File: src/rtl/jet_phi_pkg.sv
// jet_phi_pkg: shared types and helpers for the L2 phi clusterer.
package jet_phi_pkg;
   localparam int DEF_PT_W = 9, DEF_NT_W = 5, DEF_NX_W = 4, DEF_PHI_W = 5;
   typedef enum logic [1:0] {IDLE, RUN, FLUSH} state_t;
   typedef struct packed {
      logic [DEF_NX_W-1:0] nx;
      logic [DEF_NT_W-1:0] nt;
      logic [DEF_PT_W-1:0] pt;
   } bin_t;
   typedef struct packed {
      logic [DEF_NT_W-1:0]  nt;
      logic [DEF_NX_W-1:0]  nx;
      logic [DEF_PHI_W-1:0] phi;
      logic [DEF_PT_W-1:0]  pt;
   } jet_t;
   function automatic logic [31:0] sat_u(input logic [31:0] s, input int w);
      return (s >> w) != 0 ? (32'd1 << w) - 32'd1 : s;
   endfunction
endpackage

File: src/rtl/jet_phi_cluster_sum.sv
// jet_phi_sum: sums a 3-bin window into a saturated jet word and registers it.
module jet_phi_sum
   import jet_phi_pkg::*;
#(
   parameter int PT_W = 9, NT_W = 5, NX_W = 4, PHI_W = 5
) (
   input  logic                            clk,
   input  logic                            reset,
   input  logic                            centre,
   input  logic                            left_claimed,
   input  logic [NX_W+NT_W+PT_W-1:0]       l_bin,
   input  logic [NX_W+NT_W+PT_W-1:0]       m_bin,
   input  logic [NX_W+NT_W+PT_W-1:0]       r_bin,
   input  logic [PHI_W-1:0]                phi,
   output logic [NT_W+NX_W+PHI_W+PT_W-1:0] jet,
   output logic                            jet_valid
);
   localparam int BW = NX_W + NT_W + PT_W;
   logic [BW-1:0]     l;
   logic [PT_W+1:0]   pt_s;
   logic [NT_W+1:0]   nt_s;
   logic [NX_W+1:0]   nx_s;
   assign l = left_claimed ? '0 : l_bin;
   assign pt_s = (PT_W+2)'(l[PT_W-1:0]) + (PT_W+2)'(m_bin[PT_W-1:0]) + (PT_W+2)'(r_bin[PT_W-1:0]);
   assign nt_s = (NT_W+2)'(l[PT_W +: NT_W]) + (NT_W+2)'(m_bin[PT_W +: NT_W]) + (NT_W+2)'(r_bin[PT_W +: NT_W]);
   assign nx_s = (NX_W+2)'(l[PT_W+NT_W +: NX_W]) + (NX_W+2)'(m_bin[PT_W+NT_W +: NX_W])
               + (NX_W+2)'(r_bin[PT_W+NT_W +: NX_W]);
   always_ff @(posedge clk) begin
      if (reset) begin
         jet       <= '0;
         jet_valid <= 1'b0;
      end else begin
         jet_valid <= centre;
         if (centre)
            jet <= {NT_W'(sat_u(32'(nt_s), NT_W)), NX_W'(sat_u(32'(nx_s), NX_W)), phi,
                    PT_W'(sat_u(32'(pt_s), PT_W))};
      end
   end
endmodule

File: src/rtl/jet_phi_cluster.sv
// jet_phi_cluster: streaming local-maximum phi clusterer emitting 3-bin jets.
// Define JET_PHI_WRAP_EN for circular phi (bins 0..2 replayed after the last bin).
module jet_phi_cluster
   import jet_phi_pkg::*;
#(
   parameter int NPHI   = 27,
   parameter int PT_W   = 9,
   parameter int NT_W   = 5,
   parameter int NX_W   = 4,
   parameter int MIN_PT = 1,
   parameter int PHI_W  = $clog2(NPHI)
) (
   input  logic                            clk,
   input  logic                            reset,
   input  logic                            in_valid,
   output logic                            in_ready,
   input  logic                            in_last,
   input  logic [PT_W-1:0]                 in_pt,
   input  logic [NT_W-1:0]                 in_nt,
   input  logic [NX_W-1:0]                 in_nx,
   output logic [NT_W+NX_W+PHI_W+PT_W-1:0] jet,
   output logic                            jet_valid,
   output logic                            done,
   output logic                            err
);
   localparam int BW = NX_W + NT_W + PT_W;
`ifdef JET_PHI_WRAP_EN
   localparam int F = 3, EV_MIN = 3;
`else
   localparam int F = 1, EV_MIN = 1;
`endif
   state_t           state;
   logic [PHI_W-1:0] k, cphi;
   logic [1:0]       f;
   logic [BW-1:0]    p1, p2, x, din;
   logic             h1, h2, acc, step, is_c, k_last, f_last;
   assign din      = {in_nx, in_nt, in_pt};
   assign in_ready = state != FLUSH;
   assign acc      = in_valid && in_ready;
   assign step     = acc || state == FLUSH;
   assign k_last   = k == PHI_W'(NPHI - 1);
   assign f_last   = f == 2'(F - 1);
`ifdef JET_PHI_WRAP_EN
   logic [BW-1:0] s [3];
   always_ff @(posedge clk)
      if (acc && k < PHI_W'(3)) s[k[1:0]] <= din;
   assign x = state == FLUSH ? s[f] : din;
`else
   assign x = state == FLUSH ? '0 : din;
`endif
   // p1 holds the candidate centre, p2 its left neighbour, x the incoming right neighbour
   assign cphi = state == FLUSH ? (f == 2'd0 ? PHI_W'(NPHI - 1) : PHI_W'(f - 2'd1)) : k - PHI_W'(1);
   assign is_c = step && (state == FLUSH || int'(k) >= EV_MIN) && int'(p1[PT_W-1:0]) >= MIN_PT
              && p1[PT_W-1:0] > p2[PT_W-1:0] && p1[PT_W-1:0] >= x[PT_W-1:0];
   always_ff @(posedge clk) begin
      if (reset) begin
         state <= IDLE;
         k     <= '0;
         f     <= '0;
         p1    <= '0;
         p2    <= '0;
         h1    <= 1'b0;
         h2    <= 1'b0;
         done  <= 1'b0;
         err   <= 1'b0;
      end else begin
         done <= 1'b0;
         err  <= acc && (in_last != k_last);
         if (step) begin
            p2 <= p1;
            p1 <= x;
            h2 <= h1;
            h1 <= is_c;
         end
         if (acc) begin
            state <= k_last ? FLUSH : RUN;
            k     <= k_last ? '0 : k + PHI_W'(1);
         end
         if (state == FLUSH) begin
            f <= f_last ? 2'd0 : f + 2'd1;
            if (f_last) begin
               state <= IDLE;
               done  <= 1'b1;
               p1    <= '0;
               p2    <= '0;
               h1    <= 1'b0;
               h2    <= 1'b0;
            end
         end
      end
   end
   jet_phi_sum #(.PT_W(PT_W), .NT_W(NT_W), .NX_W(NX_W), .PHI_W(PHI_W)) u_sum (
      .clk         (clk),
      .reset       (reset),
      .centre      (is_c),
      .left_claimed(h2),
      .l_bin       (p2),
      .m_bin       (p1),
      .r_bin       (x),
      .phi         (cphi),
      .jet         (jet),
      .jet_valid   (jet_valid)
   );
endmodule
File: config.mk
export PLATFORM = sky130hd
export DESIGN_NAME = jet_phi_cluster
export DESIGN_NICKNAME = d
export VERILOG_FILES = /design/src/rtl/jet_phi_pkg.sv /design/src/rtl/jet_phi_cluster_sum.sv /design/src/rtl/jet_phi_cluster.sv
export SDC_FILE = /design/constraint.sdc
export NUM_CORES = 1
export LEC_CHECK = 0
export BUFFER_PORTS_ARGS = -buffer_cell sky130_fd_sc_hd__buf_2
export CORE_MARGIN = 4
export CORE_UTILIZATION = 30
export DETAILED_ROUTE_END_ITERATION = 8
export PLACE_DENSITY = 0.48
export SETUP_SLACK_MARGIN = 0.4
export SYNTH_ARGS = -nofsm -noshare
export SYNTH_HDL_FRONTEND = slang
export SYNTH_HIERARCHICAL = 1
export SYNTH_SLANG_ARGS = --single-unit
File: constraint.sdc
create_clock -name clk -period 3.9 [get_ports clk]
set_input_delay 0.39 -clock clk [delete_from_list [all_inputs] [get_ports clk]]
set_output_delay 0.39 -clock clk [all_outputs]
set_load 0.05 [all_outputs]
==> reports/metrics.yaml, run 1 <==
crit_arrival_ns: 3.55
die_x_um: 132
detail_route.drc_violations: 0
end_kind: "flop"
core_mm2: 0.0148
io_buffers: 48
synth_area_leaders: "dfxtp_1, ha_1, fa_1, inv_1, nand2_1"
synth_seq_area_share_pct: 31.9
dr.pass1.iters: 4
start_util_pct: 31.0
p_leak_uw: 0.00246
start_kind: "flop"
placedCellCount: 749
io_pins: 49
period_share_pct: 84.5
maxSlewViolCount: 0
ant_nets: 0
p_comb_share_pct: 21.2
yosysUniqueCellTypes: 50
cts_tree: "done"
cp_max_fo: 30
ys.flop_type: "dfxtp_1"
yosys_warnings: 6
p_seq_share_pct: 37.0
synth_top_area_share_pct: 31.9
synth_top_area_cell: "dfxtp_1"
rsz0062_at_grt: "true"
hold_violations: 0
worstReg2RegStart: "state[0]$_SDFF_PP0_"
antenna_found_initial: 0
die_area_mm2: 0.0173
vias: 3614
synthesis.area_mm2: 0.00458
power_density_mw_per_mm2: 412
p_int_uw: 1540
cts_sinks: 73
min_path_type: "in -> reg"
num_rows: 44
slew-limit-headroom_pct: 30.9
critPathRequiredTime_ns: 4.15
setup_viol_count_final: 0
ys_ff_latch: 73
holdBufCountCts: 0
via_per_inst: 4.72
fmax_mhz: 303
die-height_um: 132
syn_inst: 537
synth-edff-count: 0
cts.path.max_buffers: 2
stdcell_count: 765
ir_drop_uv: 183
power.switching_uw: 655
final_layout_size_suffix_gt1_share_pct: 13.6
grt_pass1_vias: 3610
drt_wl_total_um: 11200
critPathLaunch: "state[0]$_SDFF_PP0_"
period_needed_ns: 3.30
cap_violations: 0
critPathKind: "reg -> reg"
wire_per_inst_um: 14.6
diodes: 0
numCtsBuffers: 9
grt_start_max_net_pins: 38
cts_max_level: 3
pwr-share-clk_pct: 41.8
min_from: "in_nt[3]"
postLayoutCoreUtil_pct: 36.1
grt_first_pass_wirelength_um: 18700
synth.avg_cell_area_um2: 8.53
postSynth.asyncResetShare_pct: 0
finalClockSkew_ns: 0.00916
clk_pin_slew_worst_paths_ns: 0.06
area_delta_synth_final_pct: 16.3
worst_slew_pin_slew_ns: 1.04
grt-ovfl-total: 0
gp_congestion: 0.801
clock_latency_ns: 0.34
place_hpwl_um: 8360
setup_tns_ns: 0
track_usage_pct: 13.4
nFillCells: 1554
status: "finished, final reports clean"
netSwitchingFraction_pct: 29.9
final_nets: 658
root_buffer: "clkbuf_16"
syn-num-nets: 619
drt_iter0_markers: 185
## registers in the layout, summed over array words and instances, names as in the netlist, 2 cells and up
| signal | cells |
|---|---|
| u_sum/jet | 23 |
| p1 | 18 |
| p2 | 18 |
| k | 5 |
| f | 2 |
| state | 2 |
## layout make-up
type	count	area [um^2]	area share (%)
clock buffers	10	239	4.49
clock inverters	6	91.3	1.72
inverters	64	240	4.51
multi-input cells	376	2790	52.4
flip-flops and latches	73	1460	27.5
well taps	184	230	4.32
repair buffers	52	274	5.15
## worst paths after layout
| path | endpoint | slack, ns | depth (start not counted) |
|---|---|---|---|
| max | u_sum/jet[2]$_SDFFE_PP0P_ | 0.60 | 14 |
| min | p1[12]$_SDFF_PP0_ | 0.30 | 3 |
| max reg2reg | u_sum/jet[2]$_SDFFE_PP0P_ | 0.60 | 14 |
| min reg2reg | p2[12]$_SDFF_PP0_ | 0.45 | 2 |
## repair_timing
item,4_1_cts,5_1_grt
setup buffers,0,0
hold endpoints to repair,0,0
endpoints found under the setup margin,0,14
gates resized for setup,0,3
## worst max-delay path, stage by stage (launching register included)
cell and delay, ns:
dfxtp_1 0.33, and2b_2 0.26, inv_1 0.16, buf_6 0.26, nand2_1 0.10, inv_1 0.07
inv_1 0.05, fa_1 0.51, inv_1 0.05, ha_1 0.37, a211o_1 0.33, a21oi_1 0.19
o2bb2ai_2 0.18, nor3_4 0.10, a211oi_1 0.24
## logic make-up (layout without fill, tap and decap cells)
| group | count (synthesis) | count (layout) | share of synthesized area (%) |
|---|---|---|---|
| multiplexers | 23 | 23 | 5.03 |
| AO/OA/AOI/OAI | 85 | 85 | 12.4 |
| XOR/XNOR | 15 | 15 | 2.87 |
| buffers and inverters | 88 | 132 | 7.57 |
| flip-flops | 73 | 73 | 31.9 |
| adder cells (fa/ha/maj) | 60 | 60 | 19.8 |
| AND/OR/NAND/NOR | 193 | 193 | 20.4 |
## through the flow
| step | power, uW | hold slack [ns] | instance area (um^2) | setup slack [ns] |
|---|---|---|---|---|
| 2_1_floorplan | 1170 | 0.427 | 4580 | 0.411 |
| 3_3_place_gp | 1280 | 0.433 | 4980 | 0.624 |
| 3_5_place_dp | 1290 | 0.442 | 4980 | 0.538 |
| 4_1_cts | 2230 | 0.292 | 5310 | 0.507 |
| 5_1_grt | 2320 | 0.309 | 5320 | 0.388 |
| 6_report | 2190 | 0.303 | 5320 | 0.604 |
## synthesized netlist by cell type, drive strengths merged, types with 5 or more instances
master   n
a21o     9
buf     10
nor2b   12
a211oi  15
nor3    11
xor2     7
a21oi   40
xnor2    8
nand2b  14
dfxtp   73
mux2i   23
and2    13
nor2    58
fa      21
o21ai    5
nand2   62
ha      39
inv     64
clkbuf  14
## layer usage
metal	up-vias	part of all wire [%]	GRT usage (%)
li1	1840	-	-
met1	1698	49	17.8
met2	63	45	21.7
met3	13	4.1	2.56
met4	0	1.8	5.25
met5	-	0	0
## power by group through the flow
stage,clock (uW),sequential (uW),combinational (uW)
after floorplan,0,861,310
after global placement,0,828,456
after detailed placement,0,828,463
after CTS,949,812,468
after global routing,979,817,526
final,917,812,464
## layout by cell type, fill, tap and decap left out, types with 2 or more instances in the layout
cell type,count
xor2_1,7
ha_1,39
nor4_2,2
and2_1,13
nor3_1,10
dfxtp_1,73
nand2b_1,14
or3_1,2
and3b_1,2
nor2b_1,12
a21oi_2,2
buf_4,3
nor2_1,57
buf_2,48
bufinv_16,2
clkbuf_16,9
clkinv_4,3
nand3b_1,2
nand2_1,62
o21ai_0,5
a211o_1,2
nand4_1,4
a21oi_1,38
xnor2_1,8
a21o_1,9
a211oi_1,14
fa_1,21
o21a_1,3
nand4b_1,3
nand3_1,3
mux2i_1,23
inv_1,64
(Power assumes the default switching activity.)
==> run 2: changes to the inputs <==
--- a/config.mk
+++ b/config.mk
@@ -9,7 +9,7 @@
 export CORE_MARGIN = 4
 export CORE_UTILIZATION = 30
 export DETAILED_ROUTE_END_ITERATION = 8
-export PLACE_DENSITY = 0.48
+export PLACE_DENSITY = 0.5
 export SETUP_SLACK_MARGIN = 0.4
 export SYNTH_ARGS = -nofsm -noshare
 export SYNTH_HDL_FRONTEND = slang
==> constraint.sdc (replaced) <==
create_clock -name clk -period 2.9 [get_ports clk]
set_input_delay 0.29 -clock clk [delete_from_list [all_inputs] [get_ports clk]]
set_output_delay 0.29 -clock clk [all_outputs]
set_load 0.05 [all_outputs]
==> reports/metrics.yaml, run 2 (synthesis results as in run 1) <==
status: "finished, violations left"  # was finished, final reports clean
violations: "setup timing"
detail_route.drc_violations: 0  # unchanged
vias: 3780  # was 3614
start_kind: "flop"  # unchanged
power.switching_uw: 933  # was 655 uW
track_usage_pct: 13.3  # was 13.4%
nFillCells: 1505  # was 1554
netSwitchingFraction_pct: 32.1  # was 29.9%
grt_pass1_vias: 3878  # was 3610
holdBufCountCts: 0  # unchanged
via_per_inst: 4.70  # was 4.72
grt-ovfl-total: 0  # unchanged
cts_max_level: 3  # unchanged
io_pins: 49  # unchanged
clk_pin_slew_worst_paths_ns: 0.06  # about the same
clock_latency_ns: 0.35  # was 0.34 ns
numCtsBuffers: 9  # unchanged
root_buffer: "clkbuf_16"  # unchanged
p_int_uw: 1980  # was 1540 uW
fmax_mhz: 343  # was 303 MHz
dr.pass1.iters: 4  # unchanged
cts.path.max_buffers: 2  # unchanged
period_share_pct: 100  # was 84.5%
p_seq_share_pct: 37.6  # was 37.0%
final_cell_mix: "dfxtp_1, inv_1, nor2_1"  # was dfxtp_1, inv_1, nand2_1
ir_drop_uv: 305  # was 183 uV
largest_reg_flops: 23  # unchanged
maxSlewViolCount: 0  # unchanged
placed_area_mm2: 0.00517  # was 0.00498 mm^2
final_common_cell: "dfxtp_1"  # unchanged
critPathRequiredTime_ns: 3.11  # was 4.15 ns
final_layout_size_suffix_gt1_share_pct: 25.5  # was 13.6%
rsz0062_at_grt: "true"  # unchanged
cts_sinks: 73  # unchanged
place_hpwl_um: 8110  # was 8360 um
start_util_pct: 31.0  # unchanged
die-height_um: 132  # unchanged
cap_violations: 0  # unchanged
worst_slew_pin_slew_ns: 0.879  # was 1.04 ns
area_delta_synth_final_pct: 28.0  # was 16.3%
num_rows: 44  # unchanged
slew-limit-headroom_pct: 41.4  # was 30.9%
reg.largest.list: "u_sum/jet (23), p1 (18), p2 (18)"  # unchanged
hold_violations: 0  # unchanged
critPathKind: "reg -> reg"  # unchanged
drt_iter0_markers: 138  # was 185
grt_first_pass_wirelength_um: 18800  # was 18700 um
setup_ws_ns: -0.0124  # was 0.604 ns
wire_per_inst_um: 14.2  # was 14.6 um
setup_viol_count_final: 1  # was 0
holdWs_ns: 0.193  # was 0.303 ns
drt_wl_total_um: 11400  # was 11200 um
cts_tree: "done"  # unchanged
diodes: 0  # unchanged
ant_nets: 0  # unchanged
top_register: "u_sum/jet"  # unchanged
die_x_um: 132  # unchanged
crit_arrival_ns: 3.13  # was 3.55 ns
core_mm2: 0.0148  # unchanged
postLayoutCellArea_mm2: 0.00586  # was 0.00532 mm^2
postLayoutCoreUtil_pct: 39.7  # was 36.1%
io_buffers: 48  # unchanged
antenna_found_initial: 0  # unchanged
end_kind: "flop"  # unchanged
pwr-share-clk_pct: 36.6  # was 41.8%
period_needed_ns: 2.91  # was 3.30 ns
cp_max_fo: 8  # was 30
die_area_mm2: 0.0173  # unchanged
gp_congestion: 0.829  # was 0.801
final_nets: 697  # was 658
grt_start_max_net_pins: 28  # was 38
setup_tns_ns: -0.0124  # was 0 ns
p_comb_share_pct: 25.9  # was 21.2%
finalClockSkew_ns: 0.00889  # was 0.00916 ns
p_leak_uw: 0.00265  # was 0.00246 uW
power_density_mw_per_mm2: 496  # was 412 mW/mm^2
min_path_type: "in -> reg"  # unchanged
==> run 2: metrics by stage <==
| step | power [uW] | setup WS [ns] | cells |
|---|---|---|---|
| after floorplan | 1580 | -0.131 | 537 |
| after global placement | 1770 | -0.116 | 773 |
| after detailed placement | 1780 | -0.193 | 773 |
| after CTS | 2890 | 0.0107 | 798 |
| after global routing | 3080 | -0.161 | 804 |
| final | 2910 | -0.0124 | 804 |
==> run 2: worst max-delay path, cell delays in order (launching register included) <==
cell	delay, ns
dfxtp_2	0.31
and2b_4	0.31
inv_8	0.06
nand2_4	0.06
inv_2	0.03
fa_1	0.44
ha_2	0.20
fa_2	0.36
a211o_1	0.31
a21oi_4	0.19
o2bb2ai_4	0.10
nor3_4	0.16
buf_6	0.16
o311ai_1	0.09
==> run 2: layout make-up <==
class | instances | area, um^2 | area share, %
multi-input combinational | 376 | 2990 | 51.1
sequential | 73 | 1460 | 25.0
timing repair buffer | 90 | 638 | 10.9
inverter | 64 | 248 | 4.23
clock buffer | 10 | 239 | 4.08
tap | 184 | 230 | 3.93
clock inverter | 6 | 43.8 | 0.747
timing repair inverter | 1 | 6.26 | 0.107
==> run 2: final timing paths <==
| path | endpoint | slack, ns | cells after the start | start |
|---|---|---|---|---|
| worst max-delay path | u_sum/jet[8]$_SDFFE_PP0P_ | -0.01 | 13 | state[0]$_SDFF_PP0_ |
| worst min-delay path | p1[13]$_SDFF_PP0_ | 0.19 | 3 | in_nt[4] |
| worst max register to register | u_sum/jet[8]$_SDFFE_PP0P_ | -0.01 | 13 | state[0]$_SDFF_PP0_ |
| worst min register to register | p2[17]$_SDFF_PP0_ | 0.44 | 2 | p2[17]$_SDFF_PP0_ |
==> run 2: timing repair <==
item,in CTS,in global routing
resized for setup,19,39
setup endpoints to repair,25,25
buffers inserted,8,5
pin swaps,7,13
cloned,1,1
hold endpoints to repair,0,0
==> run 2: power groups by stage <==
stage	clock network (uW)	logic, uW	registers (uW)
CTS	1100	696	1090
floorplan	0	425	1160
finish	1060	753	1090
detailed placement	0	664	1110
global placement	0	658	1110
global route	1140	844	1100
==> run 2: routing by layer <==
metal	wire [um]	vias up	track usage [%]
met5	0	-	0
met1	5310	1776	16.5
met4	206	0	5.31
met3	532	16	4.01
li1	-	1920	-
met2	5370	68	21.8
